<file path="src/rtl/ray_job_scheduler.sv">
// Round-robin arbiter that feeds one raytracer job at a time from NUM_REQ requesters
// and routes the result (or a watchdog abort) back to the requester that issued it.
module ray_job_scheduler #(
  parameter int NUM_REQ          = 4,
  parameter int X_BITS           = 6,
  parameter int W                = 32,
  parameter int MAX_STEPS_BITS   = 10,
  parameter int COORD_WIDTH      = 16,
  parameter int STEP_COUNT_WIDTH = 16,
  parameter int WDOG_LIMIT       = 50000,
  localparam int ID_W  = (NUM_REQ > 1) ? $clog2(NUM_REQ) : 1,
  localparam int JOB_W = 3*X_BITS + 3 + 6*W + MAX_STEPS_BITS
) (
  input  logic                        clk,
  input  logic                        rst,
  input  logic [NUM_REQ-1:0]          req_valid,
  output logic [NUM_REQ-1:0]          req_ready,
  input  logic [NUM_REQ*JOB_W-1:0]    req_job,
  input  logic                        scene_lock,
  output logic                        job_valid,
  input  logic                        job_ready,
  output logic [X_BITS-1:0]           job_ix0,
  output logic [X_BITS-1:0]           job_iy0,
  output logic [X_BITS-1:0]           job_iz0,
  output logic                        job_sx,
  output logic                        job_sy,
  output logic                        job_sz,
  output logic [W-1:0]                job_next_x,
  output logic [W-1:0]                job_next_y,
  output logic [W-1:0]                job_next_z,
  output logic [W-1:0]                job_inc_x,
  output logic [W-1:0]                job_inc_y,
  output logic [W-1:0]                job_inc_z,
  output logic [MAX_STEPS_BITS-1:0]   job_max_steps,
  input  logic                        ray_done,
  input  logic                        ray_hit,
  input  logic                        ray_timeout,
  input  logic [COORD_WIDTH-1:0]      hit_voxel_x,
  input  logic [COORD_WIDTH-1:0]      hit_voxel_y,
  input  logic [COORD_WIDTH-1:0]      hit_voxel_z,
  input  logic [2:0]                  hit_face_id,
  input  logic [STEP_COUNT_WIDTH-1:0] steps_taken,
  output logic                        rsp_valid,
  input  logic                        rsp_ready,
  output logic [ID_W-1:0]             rsp_id,
  output logic                        rsp_hit,
  output logic                        rsp_timeout,
  output logic                        rsp_abort,
  output logic [COORD_WIDTH-1:0]      rsp_x,
  output logic [COORD_WIDTH-1:0]      rsp_y,
  output logic [COORD_WIDTH-1:0]      rsp_z,
  output logic [2:0]                  rsp_face,
  output logic [STEP_COUNT_WIDTH-1:0] rsp_steps,
  output logic                        busy,
  output logic                        wdog_err
);

  typedef enum logic [2:0] {IDLE, ISSUE, WAIT, RESP, DRAIN} state_t;

  localparam int WD_W     = 20;
  localparam int OFF_INCZ = MAX_STEPS_BITS;
  localparam int OFF_INCY = OFF_INCZ + W;
  localparam int OFF_INCX = OFF_INCY + W;
  localparam int OFF_NZ   = OFF_INCX + W;
  localparam int OFF_NY   = OFF_NZ + W;
  localparam int OFF_NX   = OFF_NY + W;
  localparam int OFF_SZ   = OFF_NX + W;
  localparam int OFF_IZ   = OFF_SZ + 3;
  localparam int OFF_IY   = OFF_IZ + X_BITS;
  localparam int OFF_IX   = OFF_IY + X_BITS;

  state_t            state, state_nxt;
  logic [JOB_W-1:0]  job_q;
  logic [ID_W-1:0]   id_q, rr_ptr, grant_idx, cand;
  logic              grant_found, grant;
  logic [WD_W-1:0]   wdog_cnt, wdog_nxt;
  logic              wdog_hit, drain_skip;

  // First valid requester at or after rr_ptr, wrapping.
  always_comb begin
    grant_found = 1'b0;
    grant_idx   = '0;
    cand        = '0;
    for (int k = 0; k < NUM_REQ; k++) begin
      cand = ID_W'((int'(rr_ptr) + k) % NUM_REQ);
      if (!grant_found && req_valid[cand]) begin
        grant_found = 1'b1;
        grant_idx   = cand;
      end
    end
  end

  assign grant = (state == IDLE) && !scene_lock && grant_found && !rst;

  always_comb begin
    req_ready = '0;
    if (grant) req_ready[grant_idx] = 1'b1;
  end

  assign wdog_nxt = wdog_cnt + WD_W'(1);
  assign wdog_hit = (wdog_nxt == WD_W'(WDOG_LIMIT));

  always_ff @(posedge clk or posedge rst) begin
    if (rst) state <= IDLE;
    else     state <= state_nxt;
  end

  always_comb begin
    state_nxt = state;
    job_valid = 1'b0;
    rsp_valid = 1'b0;
    busy      = 1'b1;
    case (state)
      IDLE: begin
        busy = 1'b0;
        if (grant) state_nxt = ISSUE;
      end
      ISSUE: begin
        job_valid = 1'b1;
        if (job_ready) state_nxt = WAIT;
      end
      WAIT:
        if (ray_done || wdog_hit) state_nxt = RESP;
      RESP: begin
        rsp_valid = 1'b1;
        // An aborted ray that already finished needs no draining.
        if (rsp_ready)
          state_nxt = (!rsp_abort || drain_skip || ray_done) ? IDLE : DRAIN;
      end
      DRAIN:
        if (ray_done) state_nxt = IDLE;
      default: state_nxt = IDLE;
    endcase
  end

  always_ff @(posedge clk or posedge rst) begin
    if (rst) begin
      rr_ptr      <= '0;
      id_q        <= '0;
      job_q       <= '0;
      wdog_cnt    <= '0;
      wdog_err    <= 1'b0;
      drain_skip  <= 1'b0;
      rsp_hit     <= 1'b0;
      rsp_timeout <= 1'b0;
      rsp_abort   <= 1'b0;
      rsp_x       <= '0;
      rsp_y       <= '0;
      rsp_z       <= '0;
      rsp_face    <= '0;
      rsp_steps   <= '0;
    end else begin
      case (state)
        IDLE:
          if (grant) begin
            job_q      <= req_job[int'(grant_idx)*JOB_W +: JOB_W];
            id_q       <= grant_idx;
            rr_ptr     <= (grant_idx == ID_W'(NUM_REQ-1)) ? '0 : grant_idx + ID_W'(1);
            drain_skip <= 1'b0;
          end
        ISSUE:
          if (job_ready) wdog_cnt <= '0;
        WAIT:
          if (ray_done) begin
            rsp_hit     <= ray_hit;
            rsp_timeout <= ray_timeout;
            rsp_abort   <= 1'b0;
            rsp_x       <= hit_voxel_x;
            rsp_y       <= hit_voxel_y;
            rsp_z       <= hit_voxel_z;
            rsp_face    <= hit_face_id;
            rsp_steps   <= steps_taken;
          end else if (wdog_hit) begin
            rsp_hit     <= 1'b0;
            rsp_timeout <= 1'b0;
            rsp_abort   <= 1'b1;
            rsp_x       <= '0;
            rsp_y       <= '0;
            rsp_z       <= '0;
            rsp_face    <= '0;
            rsp_steps   <= '0;
            wdog_err    <= 1'b1;
          end else begin
            wdog_cnt <= wdog_nxt;
          end
        RESP:
          if (rsp_abort && ray_done) drain_skip <= 1'b1;
        default: ;
      endcase
    end
  end

  assign rsp_id        = id_q;
  assign job_ix0       = job_q[OFF_IX +: X_BITS];
  assign job_iy0       = job_q[OFF_IY +: X_BITS];
  assign job_iz0       = job_q[OFF_IZ +: X_BITS];
  assign job_sx        = job_q[OFF_SZ + 2];
  assign job_sy        = job_q[OFF_SZ + 1];
  assign job_sz        = job_q[OFF_SZ];
  assign job_next_x    = job_q[OFF_NX +: W];
  assign job_next_y    = job_q[OFF_NY +: W];
  assign job_next_z    = job_q[OFF_NZ +: W];
  assign job_inc_x     = job_q[OFF_INCX +: W];
  assign job_inc_y     = job_q[OFF_INCY +: W];
  assign job_inc_z     = job_q[OFF_INCZ +: W];
  assign job_max_steps = job_q[MAX_STEPS_BITS-1:0];

endmodule
</file>
<file path="config.mk">
export PLATFORM = sky130hd
export DESIGN_NAME = ray_job_scheduler
export DESIGN_NICKNAME = d
export VERILOG_FILES = /design/src/rtl/ray_job_scheduler.sv
export SDC_FILE = /design/constraint.sdc
export NUM_CORES = 1
export LEC_CHECK = 0
export ABC_AREA = 1
export CAP_MARGIN = 5
export CELL_PAD_IN_SITES_DETAIL_PLACEMENT = 0
export CELL_PAD_IN_SITES_GLOBAL_PLACEMENT = 1
export CORE_AREA = 3 3 494 496
export CTS_BUF_LIST = sky130_fd_sc_hd__clkbuf_4 sky130_fd_sc_hd__clkbuf_8
export DETAILED_ROUTE_END_ITERATION = 6
export DIE_AREA = 0 0 497 499
export GPL_TIMING_DRIVEN = 0
export PLACE_DENSITY_LB_ADDON = 0.1
export SYNTH_ARGS = -nofsm -noshare
export SYNTH_HDL_FRONTEND = slang
export SYNTH_SLANG_ARGS = --single-unit
</file>
<file path="constraint.sdc">
create_clock -name clk -period 24.3 [get_ports clk]
set_input_delay 7.29 -clock clk [delete_from_list [all_inputs] [get_ports clk]]
set_output_delay 7.29 -clock clk [all_outputs]
set_load 0.005 [all_outputs]
</file>
==> results of run 1 <==
## layout by cell type, fill, tap and decap left out, types with 10 or more instances in the layout
cell type	instances
sky130_fd_sc_hd__nand3_1	631
sky130_fd_sc_hd__inv_1	480
sky130_fd_sc_hd__nand4_1	10
sky130_fd_sc_hd__or2_0	115
sky130_fd_sc_hd__diode_2	30
sky130_fd_sc_hd__nand3b_1	274
sky130_fd_sc_hd__buf_1	19
sky130_fd_sc_hd__clkdlybuf4s50_1	1273
sky130_fd_sc_hd__nor2_1	52
sky130_fd_sc_hd__buf_4	15
sky130_fd_sc_hd__clkbuf_1	61
sky130_fd_sc_hd__or2_2	30
sky130_fd_sc_hd__buf_2	149
sky130_fd_sc_hd__clkbuf_8	108
sky130_fd_sc_hd__dfrtp_1	322
sky130_fd_sc_hd__a21oi_1	11
sky130_fd_sc_hd__nand2_1	1361
sky130_fd_sc_hd__or2_1	27
sky130_fd_sc_hd__clkbuf_4	33
## metal layers
layer	GRT usage, %	up-vias	routed length (um)
li1	-	14000	-
met1	17.6	13600	79900
met2	30.7	1137	109000
met3	6.51	318	18400
met4	3.61	94	4220
met5	0	-	617
## worst max path at each step
stage	slack [ps]	from	end	depth (start not counted)
floorplan	8100	rst	drain_skip	1
global placement	-970	rst	job_q[80]	2
detailed placement	5430	req_valid[0]	req_ready[3]	15
CTS	5420	req_valid[0]	req_ready[3]	15
global route	5420	req_valid[0]	req_ready[3]	15
finish	5850	req_valid[0]	req_ready[2]	15
## per-stage QoR
stage	cells	setup WS, ps
floorplan	3607	8100
global placement	8065	-970
detailed placement	8069	5430
CTS	8222	5420
global route	8231	5420
finish	8252	5850
## power groups by stage
stage | clock network [mW] | registers, mW | logic (mW)
5_1_grt | 0.902 | 0.933 | 4.48
2_1_floorplan | 0 | 0.910 | 1.93
3_5_place_dp | 0 | 0.912 | 4.20
4_1_cts | 0.889 | 0.909 | 4.21
3_3_place_gp | 0 | 0.911 | 4.23
6_report | 0.825 | 0.905 | 4.01
## logic make-up (layout without fill, tap and decap cells)
| logic type | after synthesis | in the layout | share of synthesized area (%) |
|---|---|---|---|
| AOI/OAI and AO/OA | 26 | 26 | 0.639 |
| xor gates and xnor gates | 6 | 6 | 0.227 |
| adders and majority gates | 6 | 6 | 0.325 |
| buffers and inverters | 729 | 2159 | 12.9 |
| DFF | 322 | 322 | 34.9 |
| other | 0 | 30 | 0 |
| and+or+nand+nor | 2518 | 2518 | 51.0 |
## area by class of cell
class / instances / area, um2
multi-input combinational: 2556 / 12100
buffer: 245 / 1170
timing repair buffer: 1277 / 12900
inverter: 484 / 1820
clock inverter: 12 / 141
antenna: 30 / 75.1
sequential: 322 / 8060
tap: 3185 / 3990
fill: 27800 / 198000
clock buffer: 141 / 1730
## flip-flops by register name, indices dropped and copies added, names as in the netlist
signal and count:
rsp_steps 16, drain_skip 1, rsp_id 2, rsp_timeout 1, rsp_face 3, job_q 223
rsp_abort 1, wdog_cnt 20, rsp_hit 1, rsp_y 16, wdog_err 1, state 3
rsp_z 16, rsp_x 16, rr_ptr 2
==> metrics.txt, run 1 <==
# TYPE chip_impl_metric gauge
chip_impl_metric{name="timing.slew.headroom",unit="%"} 27.7
chip_impl_metric{name="synthesis.instances",unit=""} 3607
chip_impl_metric{name="ctsHoldBuffers",unit=""} 0
chip_impl_metric{name="synth_enable_flop_cells",unit=""} 0
chip_impl_metric{name="crit_path_max_fanout",unit=""} 11
chip_impl_metric{name="p_leak",unit="nW"} 19.3
chip_impl_info{name="worstHoldEndpoint",value="wdog_err"} 1
chip_impl_metric{name="worst_slew_pin_slew",unit="ps"} 1080
chip_impl_metric{name="global_route_wire_length_before_repair",unit="um"} 280000
chip_impl_info{name="cp_slowest_cell",value="sky130_fd_sc_hd__clkdlybuf4s50_1"} 1
chip_impl_metric{name="grt_use_total",unit="%"} 16.6
chip_impl_metric{name="netlist-cell-type-count",unit=""} 34
chip_impl_metric{name="clock_sinks",unit=""} 322
chip_impl_metric{name="ctsLongestPathBuffers",unit=""} 3
chip_impl_info{name="postSynth.topFlopCell",value="sky130_fd_sc_hd__dfrtp_1"} 1
chip_impl_metric{name="hold_depth",unit=""} 1
chip_impl_metric{name="total_nets_final",unit=""} 5947
chip_impl_metric{name="gp_congestion",unit=""} 0.837
chip_impl_metric{name="per_cell_via_count_in_the_routed_design",unit=""} 3.52
chip_impl_info{name="synth.top_cells.by_area",value="sky130_fd_sc_hd__dfrtp_1 35%, sky130_fd_sc_hd__nand2_1 22%, sky130_fd_sc_hd__nand3_1 14%"} 1
chip_impl_info{name="holdCritPathClass",value="flip-flop to flip-flop"} 1
chip_impl_info{name="outcome",value="completed"} 1
chip_impl_metric{name="syn_avg_cell_area",unit="um2"} 6.41
chip_impl_metric{name="clkSlewWorstSetupHoldPaths",unit="ps"} 50
chip_impl_info{name="post-synth-top-count-cell",value="sky130_fd_sc_hd__nand2_1"} 1
chip_impl_metric{name="netlist.area_leader.share",unit="%"} 34.9
chip_impl_metric{name="placed_cell_area",unit="um2"} 40000
chip_impl_metric{name="cts-buffers-inserted",unit=""} 84
chip_impl_info{name="crit-reg2reg-launch",value="state[2]"} 1
chip_impl_metric{name="hold_viol",unit=""} 0
chip_impl_metric{name="post-route-min-period",unit="ps"} 18450
chip_impl_metric{name="vdd_ir_drop_max",unit="mV"} 0.0634
chip_impl_metric{name="die_width",unit="um"} 497
chip_impl_info{name="synth.cells.most_frequent",value="1361 x sky130_fd_sc_hd__nand2_1, 631 x sky130_fd_sc_hd__nand3_1, 481 x sky130_fd_sc_hd__inv_1"} 1
chip_impl_metric{name="fmax",unit="MHz"} 54.2
chip_impl_metric{name="drt_wl_total",unit="um"} 212000
chip_impl_info{name="critical_path.cell_chain",value="clkdlybuf4s50_1 -> inv_1 -> o21ai_1 -> nand2_1 -> nand2_1 -> nor2_4 -> nand2_1 -> nand3_2 -> nand2_4 -> buf_2 -> buf_2 -> ha_1 -> inv_1 -> nor2_1 -> clkdlybuf4s50_1"} 1
chip_impl_metric{name="clockPowerShare",unit="%"} 14.4
chip_impl_metric{name="routed-via-count",unit=""} 29100
chip_impl_metric{name="cp_num_buf_inv",unit=""} 6
chip_impl_metric{name="switchingPower",unit="mW"} 3.16
chip_impl_info{name="critical_path.startpoint_type",value="primary input"} 1
chip_impl_metric{name="area_of_the_core",unit="um2"} 240000
chip_impl_metric{name="worst_clk_skew",unit="ps"} 52.4
chip_impl_metric{name="ys_seq_area_share",unit="%"} 34.9
chip_impl_metric{name="detailedRoute.firstIterationViolations",unit=""} 1404
chip_impl_metric{name="place.port_buffers",unit=""} 1273
chip_impl_metric{name="final_layout_size_suffix_gt1_share",unit="%"} 7.31
chip_impl_metric{name="antenna_found_initial",unit=""} 140
chip_impl_metric{name="fin_hold_ws",unit="ps"} 478
chip_impl_metric{name="powerDensity",unit="nW/um2"} 137
chip_impl_metric{name="worst_path_largest_cell_delay",unit="ps"} 690
chip_impl_metric{name="fin_crit_sh",unit="%"} 75.9
chip_impl_metric{name="report.final.setup_viol",unit=""} 0
chip_impl_info{name="critical_path.endpoint_type",value="output pin"} 1
chip_impl_metric{name="comb_power_share",unit="%"} 69.8
chip_impl_metric{name="wl_per_cell",unit="um"} 25.7
chip_impl_metric{name="internal-power",unit="mW"} 2.58
chip_impl_info{name="cts.root.buffer_cell",value="sky130_fd_sc_hd__clkbuf_8"} 1
chip_impl_metric{name="p_seq_share",unit="%"} 15.8
chip_impl_metric{name="setup_total_negative_slack",unit="ps"} 0
chip_impl_metric{name="layout.cell_area.non_filler",unit="um2"} 41900
chip_impl_info{name="synthDominantAreaCellType",value="sky130_fd_sc_hd__dfrtp_1"} 1
chip_impl_info{name="min-delay-start",value="wdog_err"} 1
chip_impl_metric{name="first_global_vias",unit=""} 31000
chip_impl_metric{name="maxSlewViolCount",unit=""} 0
chip_impl_metric{name="netlist_area",unit="um2"} 23100
chip_impl_metric{name="cts.htree.levels",unit=""} 3
chip_impl_info{name="path_common_cell",value="sky130_fd_sc_hd__nand2_1"} 1
chip_impl_metric{name="switching_share",unit="%"} 55.0
chip_impl_metric{name="die_area",unit="um2"} 248000
chip_impl_metric{name="rows",unit=""} 180
chip_impl_metric{name="worst-endpoint-arrival",unit="ps"} 11160
chip_impl_metric{name="cp.required",unit="ps"} 17010
chip_impl_metric{name="max_cap_violations",unit=""} 0
chip_impl_metric{name="async_flop_share",unit="%"} 100
chip_impl_metric{name="areaGrowthSynthToFinish",unit="%"} 81.4
chip_impl_info{name="tritoncts",value="done"} 1
chip_impl_metric{name="synth_seq_cells",unit=""} 322
chip_impl_metric{name="clk-insertion-delay-late",unit="ps"} 820
chip_impl_metric{name="grt_remaining_overflow",unit=""} 0
chip_impl_metric{name="ctsResizeCount",unit=""} 0
chip_impl_info{name="cp_top_family",value="buffers and inverters"} 1
chip_impl_metric{name="antenna_left",unit=""} 0
chip_impl_metric{name="worst-r2r-setup-slack",unit="ps"} 20520
chip_impl_metric{name="die_h",unit="um"} 499
chip_impl_metric{name="finalCoreUtilization",unit="%"} 17.5
chip_impl_info{name="rr_endpoint",value="job_q[129]"} 1
chip_impl_metric{name="drt_first_pass_iters",unit=""} 5
chip_impl_info{name="timing_worst_setup_path_type",value="primary input to output pin"} 1
chip_impl_metric{name="grt_max_degree",unit=""} 95
chip_impl_metric{name="i_o_pin_total",unit=""} 1274
chip_impl_metric{name="synthesis.yosys.warnings",unit=""} 0
chip_impl_metric{name="effective_utilization_at_floorplan",unit="%"} 9.62
chip_impl_info{name="rsz0062_at_grt",value="no"} 1
chip_impl_metric{name="hpwl_reported_at_the_end_of_detailed_placement",unit="um"} 176000
chip_impl_metric{name="drc",unit=""} 0
chip_impl_metric{name="reg2reg_depth",unit=""} 11
chip_impl_metric{name="post-layout-total-power",unit="mW"} 5.74
chip_impl_metric{name="cts_setup_buffers",unit=""} 0
chip_impl_metric{name="synthesis.nets",unit=""} 4584
(Power assumes the default switching activity.)
==> inputs of run 2 (changes only) <==
--- a/config.mk
+++ b/config.mk
@@ -9,10 +9,10 @@
 export CAP_MARGIN = 5
 export CELL_PAD_IN_SITES_DETAIL_PLACEMENT = 0
 export CELL_PAD_IN_SITES_GLOBAL_PLACEMENT = 1
-export CORE_AREA = 3 3 494 496
+export CORE_AREA = 3 3 497 499
 export CTS_BUF_LIST = sky130_fd_sc_hd__clkbuf_4 sky130_fd_sc_hd__clkbuf_8
 export DETAILED_ROUTE_END_ITERATION = 6
-export DIE_AREA = 0 0 497 499
+export DIE_AREA = 0 0 500 502
 export GPL_TIMING_DRIVEN = 0
 export PLACE_DENSITY_LB_ADDON = 0.1
 export SYNTH_ARGS = -nofsm -noshare
==> constraint.sdc (replaced) <==
create_clock -name clk -period 18.65 [get_ports clk]
set_input_delay 5.595 -clock clk [delete_from_list [all_inputs] [get_ports clk]]
set_output_delay 5.595 -clock clk [all_outputs]
set_load 0.005 [all_outputs]
==> metrics.txt, run 2 (same netlist as run 1, synthesis figures left out) <==
# TYPE chip_impl_metric gauge
chip_impl_metric{name="grt_use_total",unit="%"} 16.5
chip_impl_metric{name="post-route-min-period",unit="ps"} 15190
chip_impl_info{name="timing_worst_setup_path_type",value="primary input to output pin"} 1
chip_impl_metric{name="detailedRoute.firstIterationViolations",unit=""} 1591
chip_impl_metric{name="max_cap_violations",unit=""} 0
chip_impl_metric{name="clk-insertion-delay-late",unit="ps"} 810
chip_impl_info{name="rsz0062_at_grt",value="no"} 1
chip_impl_metric{name="drt_wl_total",unit="um"} 215000
chip_impl_metric{name="i_o_pin_total",unit=""} 1274
chip_impl_metric{name="worst_slew_pin_slew",unit="ps"} 1140
chip_impl_metric{name="grt_remaining_overflow",unit=""} 0
chip_impl_metric{name="report.final.setup_viol",unit=""} 0
chip_impl_metric{name="setup_total_negative_slack",unit="ps"} 0
chip_impl_info{name="worstHoldEndpoint",value="job_q[180]"} 1
chip_impl_info{name="holdCritPathClass",value="flip-flop to flip-flop"} 1
chip_impl_metric{name="post-layout-total-power",unit="mW"} 7.50
chip_impl_metric{name="global_route_wire_length_before_repair",unit="um"} 282000
chip_impl_info{name="most-common-layout-cells",value="1361 x sky130_fd_sc_hd__nand2_1, 1273 x sky130_fd_sc_hd__clkdlybuf4s50_1, 631 x sky130_fd_sc_hd__nand3_1"} 1
chip_impl_metric{name="gp_congestion",unit=""} 0.840
chip_impl_metric{name="cts-buffers-inserted",unit=""} 84
chip_impl_info{name="most_common_cell_after_layout_fill_and_taps_aside",value="sky130_fd_sc_hd__nand2_1"} 1
chip_impl_metric{name="vdd_ir_drop_max",unit="mV"} 0.0912
chip_impl_info{name="cts.root.buffer_cell",value="sky130_fd_sc_hd__clkbuf_8"} 1
chip_impl_metric{name="drt_first_pass_iters",unit=""} 7
chip_impl_info{name="min-delay-start",value="job_q[180]"} 1
chip_impl_metric{name="fmax",unit="MHz"} 65.8
chip_impl_metric{name="cp.required",unit="ps"} 13050
chip_impl_metric{name="fillers",unit=""} 28100
chip_impl_metric{name="worst-endpoint-arrival",unit="ps"} 9600
chip_impl_metric{name="ctsLongestPathBuffers",unit=""} 3
chip_impl_info{name="reg.largest.list",value="job_q (223), wdog_cnt (20)"} 1
chip_impl_metric{name="hold_viol",unit=""} 0
chip_impl_metric{name="worst_clk_skew",unit="ps"} 42.2
chip_impl_metric{name="drc",unit=""} 0
chip_impl_info{name="critical_path.endpoint_type",value="output pin"} 1
chip_impl_metric{name="effective_utilization_at_floorplan",unit="%"} 9.51
chip_impl_metric{name="cts_setup_buffers",unit=""} 0
chip_impl_metric{name="place.port_buffers",unit=""} 1273
chip_impl_metric{name="die_width",unit="um"} 500
chip_impl_metric{name="maxSlewViolCount",unit=""} 0
chip_impl_metric{name="routed-via-count",unit=""} 29100
chip_impl_info{name="outcome",value="completed"} 1
chip_impl_metric{name="clkSlewWorstSetupHoldPaths",unit="ps"} 50
chip_impl_metric{name="per_cell_via_count_in_the_routed_design",unit=""} 3.52
chip_impl_metric{name="areaGrowthSynthToFinish",unit="%"} 81.2
chip_impl_metric{name="worst-r2r-setup-slack",unit="ps"} 14850
chip_impl_metric{name="hold_depth",unit=""} 2
chip_impl_metric{name="ctsHoldBuffers",unit=""} 0
chip_impl_metric{name="crit_path_max_fanout",unit=""} 10
chip_impl_metric{name="fin_crit_sh",unit="%"} 81.5
chip_impl_metric{name="fin_hold_ws",unit="ps"} 476
chip_impl_metric{name="layout.cell_area.non_filler",unit="um2"} 41900
chip_impl_info{name="max_flop_register",value="job_q"} 1
chip_impl_info{name="rr_endpoint",value="job_q[27]"} 1
chip_impl_metric{name="die_h",unit="um"} 502
chip_impl_metric{name="first_global_vias",unit=""} 31100
chip_impl_metric{name="placed_cell_area",unit="um2"} 40000
chip_impl_info{name="crit-reg2reg-launch",value="state[2]"} 1
chip_impl_metric{name="largest_register_ffs",unit=""} 223
chip_impl_metric{name="cts.htree.levels",unit=""} 3
chip_impl_info{name="critical_path.startpoint_type",value="primary input"} 1
chip_impl_metric{name="rows",unit=""} 181
chip_impl_metric{name="antenna_found_initial",unit=""} 171
chip_impl_metric{name="powerDensity",unit="nW/um2"} 179
chip_impl_metric{name="hpwl_reported_at_the_end_of_detailed_placement",unit="um"} 178000
chip_impl_metric{name="grt_max_degree",unit=""} 95
chip_impl_metric{name="p_leak",unit="nW"} 19.2
chip_impl_metric{name="ctsResizeCount",unit=""} 0
chip_impl_info{name="tritoncts",value="done"} 1
chip_impl_metric{name="wl_per_cell",unit="um"} 25.9
chip_impl_metric{name="timing.slew.headroom",unit="%"} 23.9
chip_impl_metric{name="area_of_the_core",unit="um2"} 243000
chip_impl_metric{name="clock_sinks",unit=""} 322
chip_impl_metric{name="die_area",unit="um2"} 251000
chip_impl_metric{name="final_layout_size_suffix_gt1_share",unit="%"} 7.18
chip_impl_metric{name="reg2reg_depth",unit=""} 10
chip_impl_metric{name="total_nets_final",unit=""} 5946
chip_impl_metric{name="antenna_left",unit=""} 0
run 2: cell type report:
type	instances	area, um2	share of cell area, %
Multi-Input combinational cell	2556	12100	28.8
Clock inverter	15	143	0.341
Buffer	245	1170	2.79
Tap cell	3202	4010	9.57
Inverter	484	1820	4.36
Clock buffer	132	1670	3.98
Sequential cell	322	8060	19.2
Timing Repair Buffer	1276	12800	30.6
Antenna cell	47	118	0.281
run 2: worst max-delay path by stage:
| stage | startpoint | endpoint | cells after the start |
|---|---|---|---|
| 2_1_floorplan | rst | drain_skip | 1 |
| 3_3_place_gp | rst | job_q[68] | 2 |
| 3_5_place_dp | req_valid[0] | req_ready[3] | 15 |
| 4_1_cts | req_valid[0] | req_ready[3] | 15 |
| 5_1_grt | req_valid[0] | req_ready[3] | 15 |
| 6_report | req_valid[0] | req_ready[3] | 15 |
run 2: power breakdown:
group / internal, mW / switching [mW] / leakage, nW
Combinational: 1.77 / 3.51 / 14.2
Sequential: 1.00 / 0.175 / 4.07
Clock: 0.571 / 0.469 / 0.966
Total: 3.34 / 4.16 / 19.2
run 2: through the flow:
stage / worst slack, ps / util (%) / instances
CTS: 3120 / 17.2 / 8232
finish: 3460 / 17.2 / 8279
detailed placement: 3130 / 16.4 / 8085
global route: 3070 / 17.2 / 8241
floorplan: 4140 / - / 3607
global placement: -4550 / 16.4 / 8082
run 2: critical path: stages:
cell                              delay (ps)
sky130_fd_sc_hd__clkdlybuf4s50_1         450
sky130_fd_sc_hd__inv_1                    60
sky130_fd_sc_hd__o21ai_1                 210
sky130_fd_sc_hd__nand2_1                 100
sky130_fd_sc_hd__nand2_1                 150
sky130_fd_sc_hd__nor2_4                   70
sky130_fd_sc_hd__nand2_1                  70
sky130_fd_sc_hd__nand3_2                 340
sky130_fd_sc_hd__nand2_4                 400
sky130_fd_sc_hd__buf_2                   540
sky130_fd_sc_hd__inv_1                   460
sky130_fd_sc_hd__ha_1                    360
sky130_fd_sc_hd__inv_1                    60
sky130_fd_sc_hd__nor2_1                   40
sky130_fd_sc_hd__clkdlybuf4s50_1         640
run 2: per-layer routing:
layer	global-route usage [%]	up-vias	wire length, um
li1	-	14000	-
met1	17.5	13500	80500
met2	30.2	1146	108000
met3	6.84	368	20000
met4	4.09	118	5130
met5	0	-	758
